===== src/rtl/ysyx_22040237_pkg.sv =====
// Shared encodings and width constants for the ysyx_22040237 multiply/divide unit.
package ysyx_22040237_pkg;

    localparam int unsigned OP_W  = 4;
    localparam int unsigned TAG_W = 5;
    // Counter holds up to 64 iterations
    localparam int unsigned CNT_W = 7;

    typedef enum logic [2:0] {
        F3_MUL    = 3'b000,
        F3_MULH   = 3'b001,
        F3_MULHSU = 3'b010,
        F3_MULHU  = 3'b011,
        F3_DIV    = 3'b100,
        F3_DIVU   = 3'b101,
        F3_REM    = 3'b110,
        F3_REMU   = 3'b111
    } funct3_e;

    typedef enum logic [2:0] {
        ST_IDLE  = 3'd0,
        ST_PREP  = 3'd1,
        ST_CALC  = 3'd2,
        ST_FIXUP = 3'd3,
        ST_DONE  = 3'd4
    } state_e;

endpackage


===== src/rtl/ysyx_22040237_mdu_if.sv =====
// Issue/result handshake bundle between the execute stage and the multiply/divide unit.
interface ysyx_22040237_mdu_if #(
    parameter int unsigned XLEN = 64
);
    logic                                 in_valid_i;
    logic                                 in_ready_o;
    logic [ysyx_22040237_pkg::OP_W-1:0]   op_i;
    logic [XLEN-1:0]                      op1_i;
    logic [XLEN-1:0]                      op2_i;
    logic [ysyx_22040237_pkg::TAG_W-1:0]  rd_idx_i;
    logic                                 flush_i;
    logic                                 out_valid_o;
    logic                                 out_ready_i;
    logic [XLEN-1:0]                      res_o;
    logic [ysyx_22040237_pkg::TAG_W-1:0]  rd_idx_o;

    modport slave (
        input  in_valid_i, op_i, op1_i, op2_i, rd_idx_i, flush_i, out_ready_i,
        output in_ready_o, out_valid_o, res_o, rd_idx_o
    );

    modport master (
        output in_valid_i, op_i, op1_i, op2_i, rd_idx_i, flush_i, out_ready_i,
        input  in_ready_o, out_valid_o, res_o, rd_idx_o
    );
endinterface


===== src/rtl/ysyx_22040237_div_step.sv =====
// One restoring-division step: shift in the next dividend bit, trial-subtract the divisor.
module ysyx_22040237_div_step #(
    parameter int unsigned XLEN = 64
) (
    input  logic [XLEN-1:0] rem_i,
    input  logic            msb_i,
    input  logic [XLEN-1:0] div_i,
    output logic [XLEN-1:0] rem_o,
    output logic            q_o
);
    logic [XLEN:0] sh_c;
    logic [XLEN:0] diff_c;

    // Partial remainder stays below the divisor, so bit XLEN of the difference is the borrow
    always_comb begin
        sh_c   = {rem_i, msb_i};
        diff_c = sh_c - {1'b0, div_i};
        q_o    = ~diff_c[XLEN];
        rem_o  = q_o ? diff_c[XLEN-1:0] : sh_c[XLEN-1:0];
    end
endmodule


===== src/rtl/ysyx_22040237_mdu.sv =====
// Iterative RV64M multiply/divide unit (shift-add multiply, restoring divide).
// Optional YSYX_22040237_MDU_EARLY_OUT_EN: trivial operands finish straight from PREP.
module ysyx_22040237_mdu
    import ysyx_22040237_pkg::*;
#(
    parameter int unsigned XLEN = 64,
    parameter bit          W_EN = 1'b1
) (
    input  logic                clk,
    input  logic                rst,
    ysyx_22040237_mdu_if.slave  bus
);
    localparam int unsigned X2   = 2 * XLEN;
    localparam bit          W_OK = W_EN && (XLEN == 64);

    state_e           st_q;
    funct3_e          f3_q;
    logic             w_q;
    logic [XLEN-1:0]  a_q, b_q, mc_q, res_q;
    logic [X2-1:0]    acc_q;
    logic [CNT_W-1:0] cnt_q;
    logic [TAG_W-1:0] tag_q;
    logic             neg_q, rneg_q, div0_q, in_ready_q, out_valid_q;

    function automatic logic [XLEN-1:0] sext32(input logic [31:0] v);
        return XLEN'($signed(v));
    endfunction

    // Operand extension and magnitudes used while in PREP
    logic            sa_c, sb_c, a_sgn_c, b_sgn_c;
    logic [XLEN-1:0] a_ext_c, b_ext_c, a_mag_c, b_mag_c;
    always_comb begin
        sa_c    = f3_q inside {F3_MULH, F3_MULHSU, F3_DIV, F3_REM};
        sb_c    = f3_q inside {F3_MULH, F3_DIV, F3_REM};
        a_ext_c = a_q;
        b_ext_c = b_q;
        if (w_q) begin
            a_ext_c = sa_c ? sext32(a_q[31:0]) : XLEN'(a_q[31:0]);
            b_ext_c = sb_c ? sext32(b_q[31:0]) : XLEN'(b_q[31:0]);
        end
        a_sgn_c = sa_c & a_ext_c[XLEN-1];
        b_sgn_c = sb_c & b_ext_c[XLEN-1];
        a_mag_c = a_sgn_c ? -a_ext_c : a_ext_c;
        b_mag_c = b_sgn_c ? -b_ext_c : b_ext_c;
    end

    // Multiply iteration: conditional add into the high half, then shift the pair right
    logic [XLEN:0]   mul_sum_c;
    logic [X2-1:0]   mul_nxt_c;
    always_comb begin
        mul_sum_c = {1'b0, acc_q[X2-1:XLEN]} + (acc_q[0] ? {1'b0, mc_q} : '0);
        mul_nxt_c = {mul_sum_c, acc_q[XLEN-1:1]};
    end

    // Divide iteration: acc holds {remainder, dividend/quotient}
    logic [XLEN-1:0] div_rem_c;
    logic            div_q_c;
    logic [X2-1:0]   div_nxt_c;
    ysyx_22040237_div_step #(.XLEN(XLEN)) u_div_step (
        .rem_i (acc_q[X2-1:XLEN]),
        .msb_i (acc_q[XLEN-1]),
        .div_i (mc_q),
        .rem_o (div_rem_c),
        .q_o   (div_q_c)
    );
    assign div_nxt_c = {div_rem_c, acc_q[XLEN-2:0], div_q_c};

    // Sign correction and result selection in FIXUP
    logic [X2-1:0]   prod_c;
    logic [XLEN-1:0] quo_c, rem_c, fix_c;
    always_comb begin
        prod_c = neg_q ? -acc_q : acc_q;
        quo_c  = (neg_q & ~div0_q) ? -acc_q[XLEN-1:0] : acc_q[XLEN-1:0];
        rem_c  = rneg_q ? -acc_q[X2-1:XLEN] : acc_q[X2-1:XLEN];
        fix_c  = '0;
        case (f3_q)
            F3_MUL:                       fix_c = w_q ? sext32(acc_q[XLEN-32 +: 32]) : acc_q[XLEN-1:0];
            F3_MULH, F3_MULHSU, F3_MULHU: fix_c = prod_c[X2-1:XLEN];
            F3_DIV, F3_DIVU:              fix_c = w_q ? sext32(quo_c[31:0]) : quo_c;
            F3_REM, F3_REMU:              fix_c = w_q ? sext32(rem_c[31:0]) : rem_c;
        endcase
    end

`ifdef YSYX_22040237_MDU_EARLY_OUT_EN
    // Divide-by-zero, signed overflow and zero multiply operands have closed-form results
    logic            eo_hit_c;
    logic [XLEN-1:0] eo_res_c, min_c;
    always_comb begin
        min_c    = w_q ? sext32(32'h8000_0000) : {1'b1, {(XLEN-1){1'b0}}};
        eo_hit_c = 1'b0;
        eo_res_c = '0;
        if (f3_q[2]) begin
            if (b_ext_c == '0) begin
                eo_hit_c = 1'b1;
                eo_res_c = f3_q[1] ? a_ext_c : '1;
            end else if (sb_c && (b_ext_c == '1) && (a_ext_c == min_c)) begin
                eo_hit_c = 1'b1;
                eo_res_c = f3_q[1] ? '0 : a_ext_c;
            end
        end else if ((a_ext_c == '0) || (b_ext_c == '0)) begin
            eo_hit_c = 1'b1;
        end
        if (w_q) eo_res_c = sext32(eo_res_c[31:0]);
    end
`endif

    always_ff @(posedge clk or negedge rst) begin
        if (!rst) begin
            st_q        <= ST_IDLE;
            f3_q        <= F3_MUL;
            w_q         <= 1'b0;
            a_q         <= '0;
            b_q         <= '0;
            mc_q        <= '0;
            res_q       <= '0;
            acc_q       <= '0;
            cnt_q       <= '0;
            tag_q       <= '0;
            neg_q       <= 1'b0;
            rneg_q      <= 1'b0;
            div0_q      <= 1'b0;
            in_ready_q  <= 1'b1;
            out_valid_q <= 1'b0;
        end else begin
            case (st_q)
                ST_IDLE: if (bus.in_valid_i) begin
                    f3_q       <= funct3_e'(bus.op_i[2:0]);
                    w_q        <= W_OK & bus.op_i[3] & (bus.op_i[2] | (bus.op_i[1:0] == 2'b00));
                    a_q        <= bus.op1_i;
                    b_q        <= bus.op2_i;
                    tag_q      <= bus.rd_idx_i;
                    in_ready_q <= 1'b0;
                    st_q       <= ST_PREP;
                end
                ST_PREP: begin
                    neg_q  <= a_sgn_c ^ b_sgn_c;
                    rneg_q <= a_sgn_c;
                    div0_q <= (b_mag_c == '0);
                    cnt_q  <= w_q ? CNT_W'(32) : CNT_W'(XLEN);
                    if (f3_q[2]) begin
                        // W divides pre-align the 32-bit dividend so 32 steps consume it
                        mc_q  <= b_mag_c;
                        acc_q <= {{XLEN{1'b0}}, (w_q ? (a_mag_c << (XLEN - 32)) : a_mag_c)};
                    end else begin
                        mc_q  <= a_mag_c;
                        acc_q <= {{XLEN{1'b0}}, b_mag_c};
                    end
                    st_q <= ST_CALC;
`ifdef YSYX_22040237_MDU_EARLY_OUT_EN
                    if (eo_hit_c) begin
                        res_q       <= eo_res_c;
                        out_valid_q <= 1'b1;
                        st_q        <= ST_DONE;
                    end
`endif
                end
                ST_CALC: begin
                    acc_q <= f3_q[2] ? div_nxt_c : mul_nxt_c;
                    cnt_q <= cnt_q - CNT_W'(1);
                    if (cnt_q == CNT_W'(1)) st_q <= ST_FIXUP;
                end
                ST_FIXUP: begin
                    res_q       <= fix_c;
                    out_valid_q <= 1'b1;
                    st_q        <= ST_DONE;
                end
                ST_DONE: if (bus.out_ready_i) begin
                    out_valid_q <= 1'b0;
                    in_ready_q  <= 1'b1;
                    st_q        <= ST_IDLE;
                end
                default: begin
                    out_valid_q <= 1'b0;
                    in_ready_q  <= 1'b1;
                    st_q        <= ST_IDLE;
                end
            endcase
            // Flush kills any in-flight op; an idle unit ignores it
            if (bus.flush_i && (st_q != ST_IDLE)) begin
                out_valid_q <= 1'b0;
                in_ready_q  <= 1'b1;
                st_q        <= ST_IDLE;
            end
        end
    end

    assign bus.in_ready_o  = in_ready_q;
    assign bus.out_valid_o = out_valid_q;
    assign bus.res_o       = res_q;
    assign bus.rd_idx_o    = tag_q;
endmodule


===== src/flat_wrapper.sv =====
// flat-port wrapper written by rule: the top's interface ports become plain ports
module ysyx_22040237_mdu_flat import ysyx_22040237_pkg::*;
#(
    parameter int unsigned XLEN = 64,
    parameter bit          W_EN = 1'b1
)
  (clk, rst, bus_in_valid_i, bus_op_i, bus_op1_i, bus_op2_i, bus_rd_idx_i, bus_flush_i, bus_out_ready_i, bus_in_ready_o, bus_out_valid_o, bus_res_o, bus_rd_idx_o);
  ysyx_22040237_mdu_if #(.XLEN(XLEN)) bus_i ();
  input  logic clk;
  input  logic rst;
  input wire logic [$bits(bus_i.in_valid_i)-1:0] bus_in_valid_i;
  input wire logic [$bits(bus_i.op_i)-1:0] bus_op_i;
  input wire logic [$bits(bus_i.op1_i)-1:0] bus_op1_i;
  input wire logic [$bits(bus_i.op2_i)-1:0] bus_op2_i;
  input wire logic [$bits(bus_i.rd_idx_i)-1:0] bus_rd_idx_i;
  input wire logic [$bits(bus_i.flush_i)-1:0] bus_flush_i;
  input wire logic [$bits(bus_i.out_ready_i)-1:0] bus_out_ready_i;
  output wire logic [$bits(bus_i.in_ready_o)-1:0] bus_in_ready_o;
  output wire logic [$bits(bus_i.out_valid_o)-1:0] bus_out_valid_o;
  output wire logic [$bits(bus_i.res_o)-1:0] bus_res_o;
  output wire logic [$bits(bus_i.rd_idx_o)-1:0] bus_rd_idx_o;
  assign bus_i.in_valid_i = bus_in_valid_i;
  assign bus_i.op_i = bus_op_i;
  assign bus_i.op1_i = bus_op1_i;
  assign bus_i.op2_i = bus_op2_i;
  assign bus_i.rd_idx_i = bus_rd_idx_i;
  assign bus_i.flush_i = bus_flush_i;
  assign bus_i.out_ready_i = bus_out_ready_i;
  assign bus_in_ready_o = bus_i.in_ready_o;
  assign bus_out_valid_o = bus_i.out_valid_o;
  assign bus_res_o = bus_i.res_o;
  assign bus_rd_idx_o = bus_i.rd_idx_o;
  ysyx_22040237_mdu #(.XLEN(XLEN), .W_EN(W_EN)) u_core (.clk(clk), .rst(rst), .bus(bus_i));
endmodule

===== config.mk =====
export PLATFORM = sky130hd
export DESIGN_NAME = ysyx_22040237_mdu_flat
export DESIGN_NICKNAME = d
export VERILOG_FILES = /design/src/rtl/ysyx_22040237_pkg.sv /design/src/rtl/ysyx_22040237_mdu_if.sv /design/src/rtl/ysyx_22040237_div_step.sv /design/src/rtl/ysyx_22040237_mdu.sv /design/src/flat_wrapper.sv
export SDC_FILE = /design/constraint.sdc
export NUM_CORES = 2
export LEC_CHECK = 0
export CAP_MARGIN = 20
export CORE_ASPECT_RATIO = 0.7
export CORE_UTILIZATION = 45
export CTS_CLUSTER_DIAMETER = 40
export DETAILED_ROUTE_END_ITERATION = 8
export PLACE_DENSITY = 0.73
export SYNTH_ARGS = -nofsm -noshare
export SYNTH_HDL_FRONTEND = slang
export SYNTH_SLANG_ARGS = --single-unit

===== constraint.sdc =====
create_clock -name clk -period 10.95 [get_ports clk]
set_input_delay 2.7375 -clock clk [delete_from_list [all_inputs] [get_ports clk]]
set_output_delay 2.7375 -clock clk [all_outputs]
set_load 0.05 [all_outputs]

==> impl_summary.log <==
INFO  metric result_of_the_run = completed
INFO  metric routed_via_density = 6.63
INFO  metric type_of_destination_of_the_critical_path = flip-flop
INFO  metric synth_enable_flop_cells = 0
INFO  metric fp.dieArea = 80700 µm²
INFO  metric post_synth_and_or_nand_nor_area_fraction = 0.178
INFO  metric max_cap_violations = 0
INFO  metric cts.sink_count = 408
INFO  metric synth_sequential_area_ratio = 0.285
INFO  metric drtAntennaViolNets = 0
INFO  metric initial_utilization = 0.454
INFO  metric clock_tree_from_tritoncts = yes
INFO  metric clock_tree.buffer_depth = 3
INFO  metric grt_antenna_before_repair = 6
INFO  metric arrival_time_reported_for_the_critical_path_endpoint = 6.69 ns
INFO  metric layout-drive-gt1-share = 0.0877
INFO  metric clk_pin_slew = 0.06 ns
INFO  metric yosys.area_share.adder = 0.0480
INFO  metric ys_types = 92
INFO  metric synth_top_area_cell = sky130_fd_sc_hd__dfrtp_1
INFO  metric initialDrtViolationCount = 5653
INFO  metric parity_gate_share_of_the_synthesized_area_counting_xor_and_xnor_cells = 0.0942
INFO  metric grt_pass1_wl = 219000 µm
INFO  metric dr.pass1.iters = 9
INFO  metric max_freq = 163 MHz
INFO  metric finClkSkew = 0.0266 ns
INFO  metric placementRows = 86
INFO  metric port-buffer-count = 212
INFO  metric cts-buffers-inserted = 61
INFO  metric postCtsResizedCells = 0
INFO  metric cts.repair_timing.setup_buffer_count = 0
INFO  metric core_area = 78800 µm²
INFO  metric yosysWarnings = 0
INFO  metric fp.dieH = 238 µm
INFO  metric grt_pass1_vias = 34100
INFO  metric holdBufCountCts = 0
INFO  metric holdCritPathClass = flip-flop to flip-flop
INFO  metric setup.worst_path.start_class = flip-flop
INFO  metric synthesis.area = 35800 µm²
INFO  metric gp_weighted_congestion = 1.04
INFO  metric crit_buf_inv = 2
INFO  metric postSynthCellCount = 4534
INFO  metric route.detailed.drc = 0
INFO  metric timing_worst_slew_pin_value = 1.26 ns
INFO  metric final_net_count = 4786
INFO  metric dominantRegCellSynth = sky130_fd_sc_hd__dfrtp_1
INFO  metric final_max_slew_viol_count = 0
INFO  metric grt_max_degree = 168
INFO  metric synthToLayoutAreaGrowth = 13.8%
INFO  metric ioPinCount = 213
INFO  metric synth_top_cells_by_count = sky130_fd_sc_hd__nor2_1, sky130_fd_sc_hd__a21oi_1, sky130_fd_sc_hd__nand2_1, sky130_fd_sc_hd__dfrtp_1, sky130_fd_sc_hd__o21ai_0
INFO  metric grt_setup_unrepaired = false
INFO  metric path_max_fanout = 39
INFO  metric cts.root.buffer_cell = sky130_fd_sc_hd__clkbuf_16
INFO  metric timing.setup.tns = 0 ns
INFO  metric cts_max_level = 2
INFO  metric setup_viol = 0
INFO  metric synth_fp_nets = 4812
INFO  metric slowest_delay = 0.70 ns
INFO  metric cell_area_placed = 38400 µm²
INFO  metric syn_area_per_cell = 7.90 µm²
INFO  metric timing.critical_path.max_delay_family = compound AO/OA/AOI/OAI gates
INFO  metric async_s_r_ff_share_synth = 1.00
INFO  metric all_layer_global_routing_usage = 0.355
INFO  metric layout.cell_area.non_filler = 40700 µm²
INFO  metric synthTopCellsByArea = sky130_fd_sc_hd__dfrtp_1, sky130_fd_sc_hd__a21oi_1, sky130_fd_sc_hd__xnor2_1
INFO  metric postRouteWirelength = 148000 µm
INFO  metric setup.worst_path.class = flip-flop to flip-flop
INFO  metric num_vias = 37300
INFO  metric crit_required = 11.50 ns
INFO  metric grt_remaining_overflow = 0
INFO  metric crit_chain = ha_1 -> a211oi_1 -> nor2_1 -> a2111oi_0 -> a21oi_1 -> o21ai_0 -> a21o_1 -> a2111oi_0 -> a211oi_4 -> buf_4 -> buf_4 -> nor2_1 -> a22o_1 -> or3_1
INFO  metric yosys.area.top_type_share = 0.285
INFO  metric route.detailed.wl_per_inst = 26.4 µm
INFO  metric synth_compound_area_frac = 0.261
INFO  metric synth.mux.area_fraction = 0.0801
INFO  metric hold_viol_final = 0
INFO  metric synth-seq-cells = 408
INFO  metric clock_insertion_delay_worst_skew = 0.68 ns
INFO  metric most_frequently_used_cell_type_in_the_post_synthesis_netlist = sky130_fd_sc_hd__nor2_1
INFO  metric slowest_stage = sky130_fd_sc_hd__o21ai_0
INFO  metric final_period_minus_worst_setup_slack = 6.13 ns
INFO  metric fp.dieW = 339 µm
INFO  metric detailedPlacementHpwl = 111000 µm
INFO  metric synth_top_family_by_area = compound AO/OA/AOI/OAI gates
INFO  metric period_share = 0.560
INFO  metric max-slew-margin-rel = 0.149
## cells by family after synthesis
family                     Yosys count
AOI/OAI and AO/OA                 1484
and+or+nand+nor                   1340
buffers and inverters              513
DFF                                408
xor gates and xnor gates           385
muxes                              268
adders and majority gates          136
## final cells by class
class,count,area [µm²]
Timing Repair Buffer,277,2660
Sequential cell,408,10200
Antenna cell,8,20.0
Tap cell,1056,1320
Inverter,147,553
Clock buffer,70,1620
Clock inverter,45,631
Fill cell,7458,38000
Multi-Input combinational cell,3613,23700
## per-layer routing
layer / routed length (µm) / GRT usage
met1: 62300 / 0.504
met2: 57800 / 0.479
met3: 23100 / 0.146
met4: 5040 / 0.114
met5: 55 / 0
## worst min-delay path, delay by kind of cell, from the launching register on
kind               cells  cell delay (ns)
AOI/OAI and AO/OA      1             0.06
DFF                    1             0.34
and+or+nand+nor        1             0.04
## placed cells by master (no fill, tap or decap), types with 27 or more instances in the layout
| cell | instances |
|---|---|
| sky130_fd_sc_hd__nor2_1 | 414 |
| sky130_fd_sc_hd__a21oi_1 | 410 |
| sky130_fd_sc_hd__nand2_1 | 406 |
| sky130_fd_sc_hd__dfrtp_1 | 403 |
| sky130_fd_sc_hd__o21ai_0 | 395 |
| sky130_fd_sc_hd__xnor2_1 | 230 |
| sky130_fd_sc_hd__clkdlybuf4s50_1 | 211 |
| sky130_fd_sc_hd__xor2_1 | 155 |
| sky130_fd_sc_hd__mux2_2 | 147 |
| sky130_fd_sc_hd__inv_1 | 144 |
| sky130_fd_sc_hd__ha_1 | 134 |
| sky130_fd_sc_hd__mux2i_1 | 121 |
| sky130_fd_sc_hd__nor3_1 | 89 |
| sky130_fd_sc_hd__o22ai_1 | 81 |
| sky130_fd_sc_hd__a21o_1 | 78 |
| sky130_fd_sc_hd__or3_1 | 66 |
| sky130_fd_sc_hd__clkbuf_16 | 61 |
| sky130_fd_sc_hd__o31ai_1 | 60 |
| sky130_fd_sc_hd__nand3_1 | 59 |
| sky130_fd_sc_hd__buf_4 | 59 |
| sky130_fd_sc_hd__a31oi_1 | 50 |
| sky130_fd_sc_hd__nand4_1 | 49 |
| sky130_fd_sc_hd__a211oi_1 | 49 |
| sky130_fd_sc_hd__nor4_1 | 48 |
| sky130_fd_sc_hd__o221ai_1 | 39 |
| sky130_fd_sc_hd__a22oi_1 | 34 |
| sky130_fd_sc_hd__or4_1 | 33 |
| sky130_fd_sc_hd__nand2b_1 | 30 |
| sky130_fd_sc_hd__o211ai_1 | 29 |
| sky130_fd_sc_hd__o21a_1 | 27 |
## worst paths after layout
path,from,to,cells past startpoint,slack (ns)
min in group asynchronous,rst,u_core.bus.res_o[47],1,2.13
hold / removal,u_core.bus.res_o[3],u_core.bus.res_o[3],2,0.48
setup reg to reg,u_core.acc_q[72],u_core.acc_q[124],14,4.82
max in group asynchronous,rst,u_core.neg_q,2,7.10
hold reg to reg,u_core.bus.res_o[3],u_core.bus.res_o[3],2,0.48
setup / recovery,u_core.acc_q[72],u_core.acc_q[124],14,4.82
## flip-flops by register name, indices dropped and copies added (netlist names), 3 cells and up
| signal | cells |
|---|---|
| u_core.b_q | 64 |
| u_core.mc_q | 64 |
| u_core.f3_q | 3 |
| u_core.bus.rd_idx_o | 5 |
| u_core.cnt_q | 7 |
| u_core.a_q | 64 |
| u_core.bus.res_o | 64 |
| u_core.st_q | 3 |
| u_core.acc_q | 128 |
## stage by stage
step	instances	hold WS, ns	util	worst slack (ns)
2_1_floorplan	4534	0.450	-	6.54
3_3_place_gp	5497	0.459	0.488	5.20
3_5_place_dp	5498	0.469	0.488	5.02
5_1_grt	5616	0.496	0.517	4.50
4_1_cts	5613	0.484	0.517	5.00
6_report	5624	0.476	0.517	4.82
Power is not shown: default switching activity piles up to over one toggle a cycle in this logic, so the estimate is an artifact.
